File: src/rtl/riscv_pkg.sv
// Shared encodings for the multicycle RV32I control path: states, opcodes, ALU and mux selects.
// Latency: n/a (types and constants only).
// Backpressure: n/a.
// Ports: none. Imported by multicycle_controller and alu_decoder.
package riscv_pkg;

  typedef enum logic [3:0] {
    S_FETCH    = 4'd0,
    S_DECODE   = 4'd1,
    S_MEMADR   = 4'd2,
    S_MEMREAD  = 4'd3,
    S_MEMWB    = 4'd4,
    S_MEMWRITE = 4'd5,
    S_EXECUTER = 4'd6,
    S_EXECUTEI = 4'd7,
    S_ALUWB    = 4'd8,
    S_JAL      = 4'd9,
    S_BEQ      = 4'd10,
    S_TRAP     = 4'd11
  } state_e;

  localparam logic [6:0] OP_LW  = 7'b0000011;
  localparam logic [6:0] OP_SW  = 7'b0100011;
  localparam logic [6:0] OP_R   = 7'b0110011;
  localparam logic [6:0] OP_I   = 7'b0010011;
  localparam logic [6:0] OP_JAL = 7'b1101111;
  localparam logic [6:0] OP_BEQ = 7'b1100011;

  // ALU control, shared with the ALU itself.
  localparam logic [2:0] ALU_ADD = 3'b000;
  localparam logic [2:0] ALU_SUB = 3'b001;
  localparam logic [2:0] ALU_AND = 3'b010;
  localparam logic [2:0] ALU_OR  = 3'b011;
  localparam logic [2:0] ALU_SLT = 3'b101;

  // Coarse ALU operation chosen by the FSM, refined by alu_decoder.
  localparam logic [1:0] ALUOP_ADD   = 2'b00;
  localparam logic [1:0] ALUOP_SUB   = 2'b01;
  localparam logic [1:0] ALUOP_FUNCT = 2'b10;

  localparam logic [1:0] RES_ALUOUT = 2'b00;
  localparam logic [1:0] RES_DATA   = 2'b01;
  localparam logic [1:0] RES_ALU    = 2'b10;

  localparam logic [1:0] SRCA_PC    = 2'b00;
  localparam logic [1:0] SRCA_OLDPC = 2'b01;
  localparam logic [1:0] SRCA_RS1   = 2'b10;

  localparam logic [1:0] SRCB_RS2  = 2'b00;
  localparam logic [1:0] SRCB_IMM  = 2'b01;
  localparam logic [1:0] SRCB_FOUR = 2'b10;

  localparam logic [1:0] IMM_I = 2'b00;
  localparam logic [1:0] IMM_S = 2'b01;
  localparam logic [1:0] IMM_B = 2'b10;
  localparam logic [1:0] IMM_J = 2'b11;

  function automatic logic [1:0] imm_src_of(input logic [6:0] op);
    case (op)
      OP_SW:   imm_src_of = IMM_S;
      OP_BEQ:  imm_src_of = IMM_B;
      OP_JAL:  imm_src_of = IMM_J;
      default: imm_src_of = IMM_I;
    endcase
  endfunction

endpackage

File: src/rtl/alu_decoder.sv
// Maps the FSM's coarse alu_op plus funct fields to the 3-bit ALU control.
// Latency: purely combinational, zero cycles.
// Backpressure: none; bad_funct flags an unsupported funct3 under funct decode.
// Ports: alu_op, funct3, op5, funct7b5 in; alu_control, bad_funct out.
module alu_decoder
  import riscv_pkg::*;
(
  input  logic [1:0] alu_op,
  input  logic [2:0] funct3,
  input  logic       op5,
  input  logic       funct7b5,
  output logic [2:0] alu_control,
  output logic       bad_funct
);

  always_comb begin
    alu_control = ALU_ADD;
    bad_funct   = 1'b0;
    case (alu_op)
      ALUOP_SUB: alu_control = ALU_SUB;
      ALUOP_FUNCT: begin
        case (funct3)
          // funct7b5 only means sub for register-register ops; for addi it is an immediate bit.
          3'b000:  alu_control = (op5 & funct7b5) ? ALU_SUB : ALU_ADD;
          3'b010:  alu_control = ALU_SLT;
          3'b110:  alu_control = ALU_OR;
          3'b111:  alu_control = ALU_AND;
          default: bad_funct   = 1'b1;
        endcase
      end
      default: alu_control = ALU_ADD;
    endcase
  end

endmodule

File: src/rtl/multicycle_controller.sv
// Main control FSM of the multicycle RV32I core: fetch/decode/execute/memory/writeback.
// Latency: beq 3 cycles; R/I/jal/sw 4; lw 5; all outputs combinational from state and inputs.
// Backpressure: FETCH, MEMREAD and MEMWRITE hold while mem_ready is low; other states ignore it.
// Ports: clk, rst (async, active-high); op/funct3/funct7b5/zero/mem_ready in;
//        datapath enables, mux selects, alu_control, retire pulse and illegal flag out.
module multicycle_controller
  import riscv_pkg::*;
(
  input  logic       clk,
  input  logic       rst,
  input  logic [6:0] op,
  input  logic [2:0] funct3,
  input  logic       funct7b5,
  input  logic       zero,
  input  logic       mem_ready,
  output logic       pc_write,
  output logic       adr_src,
  output logic       mem_write,
  output logic       ir_write,
  output logic       reg_write,
  output logic [1:0] result_src,
  output logic [1:0] alu_src_a,
  output logic [1:0] alu_src_b,
  output logic [1:0] imm_src,
  output logic [2:0] alu_control,
  output logic       retire,
  output logic       illegal
);

  state_e     state_q, state_d;
  logic [1:0] alu_op;
  logic       bad_funct;

  alu_decoder u_alu_decoder (
    .alu_op      (alu_op),
    .funct3      (funct3),
    .op5         (op[5]),
    .funct7b5    (funct7b5),
    .alu_control (alu_control),
    .bad_funct   (bad_funct)
  );

  always_ff @(posedge clk or posedge rst) begin
    if (rst) state_q <= S_FETCH;
    else     state_q <= state_d;
  end

  always_comb begin
    state_d = state_q;
    case (state_q)
      S_FETCH:  if (mem_ready) state_d = S_DECODE;
      S_DECODE: begin
        case (op)
          OP_LW, OP_SW: state_d = S_MEMADR;
          OP_R:         state_d = S_EXECUTER;
          OP_I:         state_d = S_EXECUTEI;
          OP_JAL:       state_d = S_JAL;
          OP_BEQ:       state_d = S_BEQ;
          default:      state_d = S_TRAP;
        endcase
      end
      S_MEMADR:   state_d = (op == OP_LW) ? S_MEMREAD : S_MEMWRITE;
      S_MEMREAD:  if (mem_ready) state_d = S_MEMWB;
      S_MEMWB:    state_d = S_FETCH;
      S_MEMWRITE: if (mem_ready) state_d = S_FETCH;
      // Unsupported funct3 traps instead of writing a bogus result.
      S_EXECUTER, S_EXECUTEI: state_d = bad_funct ? S_TRAP : S_ALUWB;
      S_ALUWB:    state_d = S_FETCH;
      S_JAL:      state_d = S_ALUWB;
      S_BEQ:      state_d = S_FETCH;
      S_TRAP:     state_d = S_TRAP;
      default:    state_d = S_FETCH;
    endcase
  end

  always_comb begin
    pc_write   = 1'b0;
    adr_src    = 1'b0;
    mem_write  = 1'b0;
    ir_write   = 1'b0;
    reg_write  = 1'b0;
    result_src = RES_ALUOUT;
    alu_src_a  = SRCA_PC;
    alu_src_b  = SRCB_RS2;
    alu_op     = ALUOP_ADD;
    retire     = 1'b0;
    illegal    = 1'b0;
    imm_src    = imm_src_of(op);
    case (state_q)
      S_FETCH: begin
        alu_src_b  = SRCB_FOUR;
        result_src = RES_ALU;
        ir_write   = mem_ready;
        pc_write   = mem_ready;
      end
      S_DECODE: begin
        alu_src_a = SRCA_OLDPC;
        alu_src_b = SRCB_IMM;
      end
      S_MEMADR: begin
        alu_src_a = SRCA_RS1;
        alu_src_b = SRCB_IMM;
      end
      S_MEMREAD: adr_src = 1'b1;
      S_MEMWB: begin
        result_src = RES_DATA;
        reg_write  = 1'b1;
        retire     = 1'b1;
      end
      S_MEMWRITE: begin
        adr_src   = 1'b1;
        mem_write = 1'b1;
        retire    = mem_ready;
      end
      S_EXECUTER: begin
        alu_src_a = SRCA_RS1;
        alu_op    = ALUOP_FUNCT;
      end
      S_EXECUTEI: begin
        alu_src_a = SRCA_RS1;
        alu_src_b = SRCB_IMM;
        alu_op    = ALUOP_FUNCT;
      end
      S_ALUWB: begin
        reg_write = 1'b1;
        retire    = 1'b1;
      end
      // ALUOut already holds the target from DECODE; ALU computes PC+4 for rd.
      S_JAL: begin
        alu_src_a = SRCA_OLDPC;
        alu_src_b = SRCB_FOUR;
        pc_write  = 1'b1;
      end
      S_BEQ: begin
        alu_src_a = SRCA_RS1;
        alu_op    = ALUOP_SUB;
        pc_write  = zero;
        retire    = 1'b1;
      end
      S_TRAP:  illegal = 1'b1;
      default: illegal = 1'b0;
    endcase
    // Reset aborts immediately: no write enable or retire while rst is high.
    if (rst) begin
      pc_write  = 1'b0;
      mem_write = 1'b0;
      ir_write  = 1'b0;
      reg_write = 1'b0;
      retire    = 1'b0;
    end
  end

endmodule
File: config.mk
export PLATFORM = sky130hd
export DESIGN_NAME = multicycle_controller
export DESIGN_NICKNAME = d
export VERILOG_FILES = /design/src/rtl/riscv_pkg.sv /design/src/rtl/alu_decoder.sv /design/src/rtl/multicycle_controller.sv
export SDC_FILE = /design/constraint.sdc
export NUM_CORES = 1
export LEC_CHECK = 0
export ABC_AREA = 1
export BUFFER_PORTS_ARGS = -buffer_cell sky130_fd_sc_hd__buf_4
export CORE_AREA = 5 5 46 48
export CTS_CLUSTER_DIAMETER = 40
export DETAILED_ROUTE_END_ITERATION = 10
export DIE_AREA = 0 0 51 53
export GPL_TIMING_DRIVEN = 0
export HOLD_SLACK_MARGIN = 0.06
export PLACE_DENSITY = 0.79
export SLEW_MARGIN = 10
export SYNTH_ARGS = -nofsm -noshare
export SYNTH_HDL_FRONTEND = slang
export SYNTH_SLANG_ARGS = --single-unit
File: constraint.sdc
create_clock -name clk -period 1.8 [get_ports clk]
set_input_delay 0.54 -clock clk [delete_from_list [all_inputs] [get_ports clk]]
set_output_delay 0.54 -clock clk [all_outputs]
set_load 0.005 [all_outputs]
---- Yosys cells after proc, flatten, opt, wreduce, memory -nomap -nowiden ----
Index checks and enable logic that the tools add are counted.
operators by class
  mux-type cells .......................... 29
  reductions and logical operators ........ 13
  shift operators ......................... 0
  order comparisons ....................... 0
  bitwise operators ....................... 1
  $mul .................................... 0
  eq/ne operators ......................... 25
  $add $sub $neg .......................... 0
  divide/modulo/power cells ............... 0
operators with widths
  operator            number
  $pmux 4 s8          1
  $pmux 4 s5          1
  $eq 4x3->1 const B  4
  $eq 4x4->1 const B  4
  $pmux 2 s2          4
  $eq 7x6->1 const B  2
  $eq 7x7->1 const B  2
  $mux 1              13
  $mux 4              3
  $pmux 3 s4          1
  $reduce_or 2->1     6
  $eq 4x2->1 const B  2
  $reduce_or 4->1     2
  $eq 7x2->1 const B  1
  $eq 7x5->1 const B  1
  $eq 3x3->1 const B  2
  $ne 2x2->1 const B  3
  $pmux 2 s3          1
  $pmux 3 s2          1
  $reduce_or 3->1     2
  $eq 4x1->1 const B  1
  $logic_not 4->1     1
  $eq 3x2->1 const B  1
  $logic_not 3->1     1
  8 further kinds     8
word-level totals
  memories kept ........................... 0
  bits in read-only memories .............. 0
  bits in writable memories ............... 0
  output and inout port bits .............. 18
  register bits after elaboration ......... 4
  bits in latches ......................... 0
  input port bits ......................... 15
  logic and storage cells ................. 69

---- Logic depth before layout (Yosys ltp) ----
  depth in word-level cells ............... 7
  gate-level depth with buffers ........... 11
  gate-level depth less buffers ........... 11

---- Cells and area by module ----
Synthesis repeated with hierarchy kept, for this count alone.
unflattened totals
  cell total of the unflattened synthesis .. 121
  area total of the unflattened synthesis .. 644.4 sq um
modules (own cells, without submodules)
  module                 cells an instance  area an instance (sq um)  times used  seq. area each (sq um)
  multicycle_controller  101                544.3                     1           100.1
  alu_decoder            20                 100.1                     1           0.0

---- Worst setup path after synthesis ----
No wires, ideal clock.
  path type ............................... register to output
  start point ............................. reg state_q[2]
  end point ............................... out alu_control[1]
  setup slack ............................. -50 ps
  arrival time ............................ 1310 ps
  data required time ...................... 1260 ps
  stages on the path, launching flop included .. 8
  path buffers ............................ 0
  cells stage by stage .................... dfrtp_1 > inv_2 > nand2_1 > inv_1 > nand2_1 > inv_1 > ha_1 > nor3b_1
between the ends
  word-level cells in the longest chain between the ends .. 5
  elaborated cells on any way between the ends .. 8
  those cells by class .................... eq/ne (5); mux (2); reduce/logical (1)
RTL lines
  item                                             line                         RTL
  start: declaration                               multicycle_controller.sv:30  state_e state_q, state_d;
  start signal: assignment                         multicycle_controller.sv:45  else state_q <= state_d;
  $eq 4x3->1                                       multicycle_controller.sv:89  case (state_q)
  $reduce_or 2->1 (no source line)                 --
  $pmux 2 s2 (*)                                   multicycle_controller.sv:89
  $eq 2x2->1 / $eq 2x1->1 (equally long branches)  alu_decoder.sv:19            case (alu_op)
  $pmux 3 s2 (*)                                   alu_decoder.sv:19
  end: declaration                                 multicycle_controller.sv:25  output logic [2:0] alu_control,
Every way passes the cells marked *; elsewhere a longest branch is shown, timed or not.

---- Worst setup path after layout ----
  start point ............................. reg state_q[3]
  end point ............................... out alu_control[0]
Same word-level chain as after synthesis.

==> out/results.tsv <==
stage	metric	value	unit
route	routed_wl	2940	um
place	io_buffers	32	
critical_path	rr_endpoint	state_q[0]$_DFFE_PP0P_	
layout	drive_gt1_frac	0.629	
global_routing	grt_pass1_vias	919	
synth	syn_avg_cell_area	5.60	sq um
sta	fin_crit_sh	1.18	
global_routing	use_met3	0.0394	
floorplan	die_y	53	um
sta	layout_min_cycle_time	2.12	ns
critical_path	required	1.26	ns
synth	yosys_warnings	0	
sta	maxSlewHeadroom	0.866	
place	place_ws	-0.202	ns
clocking	clkLatencyLatePin	0.25	ns
layout	antennaDiodeCount	0	
clocking	clockRootBuffer	clkbuf_4	
synth	synth-simple-area-share	0.470	
floorplan	ios	33	
job	cap_violations	0	
synth	yosys.area.top_type	dfrtp_1	
route	drc	0	
clocking	numCtsBuffers	3	
critical_path	startpoint	state_q[3]$_DFFE_PP0P_	
critical_path	reg2regPathDepth	10	
layout	nets	186	
layout	syn2layout_area_growth	116	%
layout	layout.cells.non_filler	184	
sta	setup_violations	13	
synth	syn_inst	107	
run_status	failed_checks	setup timing	
global_routing	overflow	0	
sta	final-max-slew-violation-count	0	
clocking	cts_buffer_depth	2	
synth	synth_mux_area_frac	0	
layout	top_register	state_q	
critical_path	worstPathMaxFanout	4	
global_routing	grt_max_degree	7	
global_routing	met2_usage	0.406	
synth	synth_fa_ha_area_frac	0.0418	
layout	fill_cells	103	
global_routing	antenna_found_initial	0	
layout	final_util	0.777	
global_routing	grt_pass1_wl	4110	um
clocking	cts_tree	yes	
run_status	status	complete, but fails checks	
global_routing	grt-busiest-layer	met2	
pwr	ir_drop	0.682	mV
place	place.gp.congestion	0.819	
sta	rsz0062_at_grt	yes	
floorplan	rows	15	
synth	postSynthNetCount	124	
synth	ys_seq_elements	4	
place	place_inst	156	
layout	reg.largest.list	state_q (4)	
clocking	path_clk_slew	0.04	ns
synth	synth_area_leaders	dfrtp_1, nand2_1, inv_1	
clocking	cts.sinks	4	
place	dpl.hpwl	1590	um
sta	totalNegativeSetupSlack	-2.59	ns
critical_path	arrival	1.58	ns
floorplan	die_w	51	um
sta	finalHoldViolCount	0	
synth	synth_top_family_by_area	simple AND/OR/NAND/NOR gates	
pwr	p_leak	0.000698	uW
hold_path	hp-class	primary input to asynchronous set/reset pin	
synth	synth_compound_area_frac	0.171	
global_routing	grt_use_total	0.207	
global_routing	use_met1	0.199	
sta	tightest_slew	0.200	ns
floorplan	start_util	0.359	
synth	ys_types	23	
sta	fin_skew	0.00970	ns
pwr	p_per_area	1400	nW/um^2
route	dr.pass1.iters	4	
critical_path	cp-end-kind	primary output	
clocking	postCtsHoldBufs	0	
route	drtIter0Drc	26	
floorplan	die-area	2700	sq um
route	via_per_inst	5.28	
floorplan	coreArea	1670	sq um
critical_path	worstSetupStartpointType	flip-flop	
critical_path	rr_startpoint	state_q[3]$_DFFE_PP0P_	
layout	final_cell_mix	buf_4, nand2_1, inv_1, nor2_1, buf_6	
pwr	power	1810	uW
synth	synth-xor-area-share	0	
route	vias	972	
clocking	htreeDepth	1	
sta	fmax	0.471	GHz
synth	yosysTopAreaCellShare	0.167	
sta	worst_slack	-0.324	ns
critical_path	crit_type	flip-flop to primary output	
route	antenna_left	0	
synth	syn-cell-area	599	sq um
layout	largest_register_ffs	4	
synth	yosysSeqAreaShare	0.167	
layout	final_common_cell	buf_4	
route	post_drt_wl_per_cell	16.0	um
critical_path	rrSetupSlack	0.13	ns
power by group:
part	internal [uW]	leakage [uW]	switching, uW
clock	75.2	0.0000138	46.1
combinational	718	0.000637	773
sequential	135	0.0000472	65.6
stage by stage:
stage               instance area (sq um)  hold slack (ns)
floorplan                             607            0.306
global placement                      868            0.475
detailed placement                    868            0.486
CTS                                  1140            0.219
global route                         1300            0.246
finish                               1300            0.229
worst max-delay path by stage:
| stage | to | slack (ns) | depth (start not counted) |
|---|---|---|---|
| after floorplan | alu_control[1] | 0.02 | 7 |
| final | alu_control[0] | -0.32 | 7 |
| after global placement | alu_control[1] | -0.16 | 8 |
| after CTS | alu_control[0] | -0.24 | 7 |
| after detailed placement | alu_control[0] | -0.20 | 8 |
| after global routing | alu_control[0] | -0.36 | 7 |
kinds of logic (layout without fill, tap and decap cells):
kind of cell | after synthesis | count (layout)
AO/OA/AOI/OAI | 17 | 17
buffers and inverters | 24 | 84
AND/OR/NAND/NOR | 60 | 60
flip-flops | 4 | 4
adder cells (fa/ha/maj) | 2 | 2
critical path: stages, from the launching register on:
cell and delay, ns:
dfrtp_2 0.45, nor2_4 0.13, nand2_4 0.09, inv_4 0.07, ha_4 0.15, nand3_2 0.07
a31oi_1 0.22, buf_4 0.15
cell usage after synthesis:
cell type and number:
nand2_1 22, inv_1 20, nor2_1 17, nand3_1 7, o21ai_0 6, dfrtp_1 4, inv_2 4, nand2_2 4
nor2_4 3, nor3_1 3, a21oi_1 2, a31oi_1 2, ha_1 2, o211ai_1 2, a21boi_1 1, nand4_1 1
nor2_2 1, nor3b_1 1, o21ai_1 1, o21ai_2 1, o21bai_1 1, o22ai_1 1, or2_1 1
what timing repair did:
action	CTS	global route
pin swaps	15	7
resized for setup	36	27
setup endpoints to repair	13	17
setup buffers	17	8
per-layer routing:
layer	wire, um	part of all wire
met1	1140	0.39
met2	1490	0.51
met3	194	0.066
met4	115	0.039
met5	0	0
final cells by class:
type | instances | area [sq um] | share of cell area
inverters | 24 | 105 | 0.0810
repair buffers | 57 | 458 | 0.353
multi-input cells | 79 | 587 | 0.452
clock buffers | 3 | 22.5 | 0.0174
well taps | 17 | 21.3 | 0.0164
flip-flops and latches | 4 | 104 | 0.0800
Note: power is estimated with default switching activity, not from simulation.
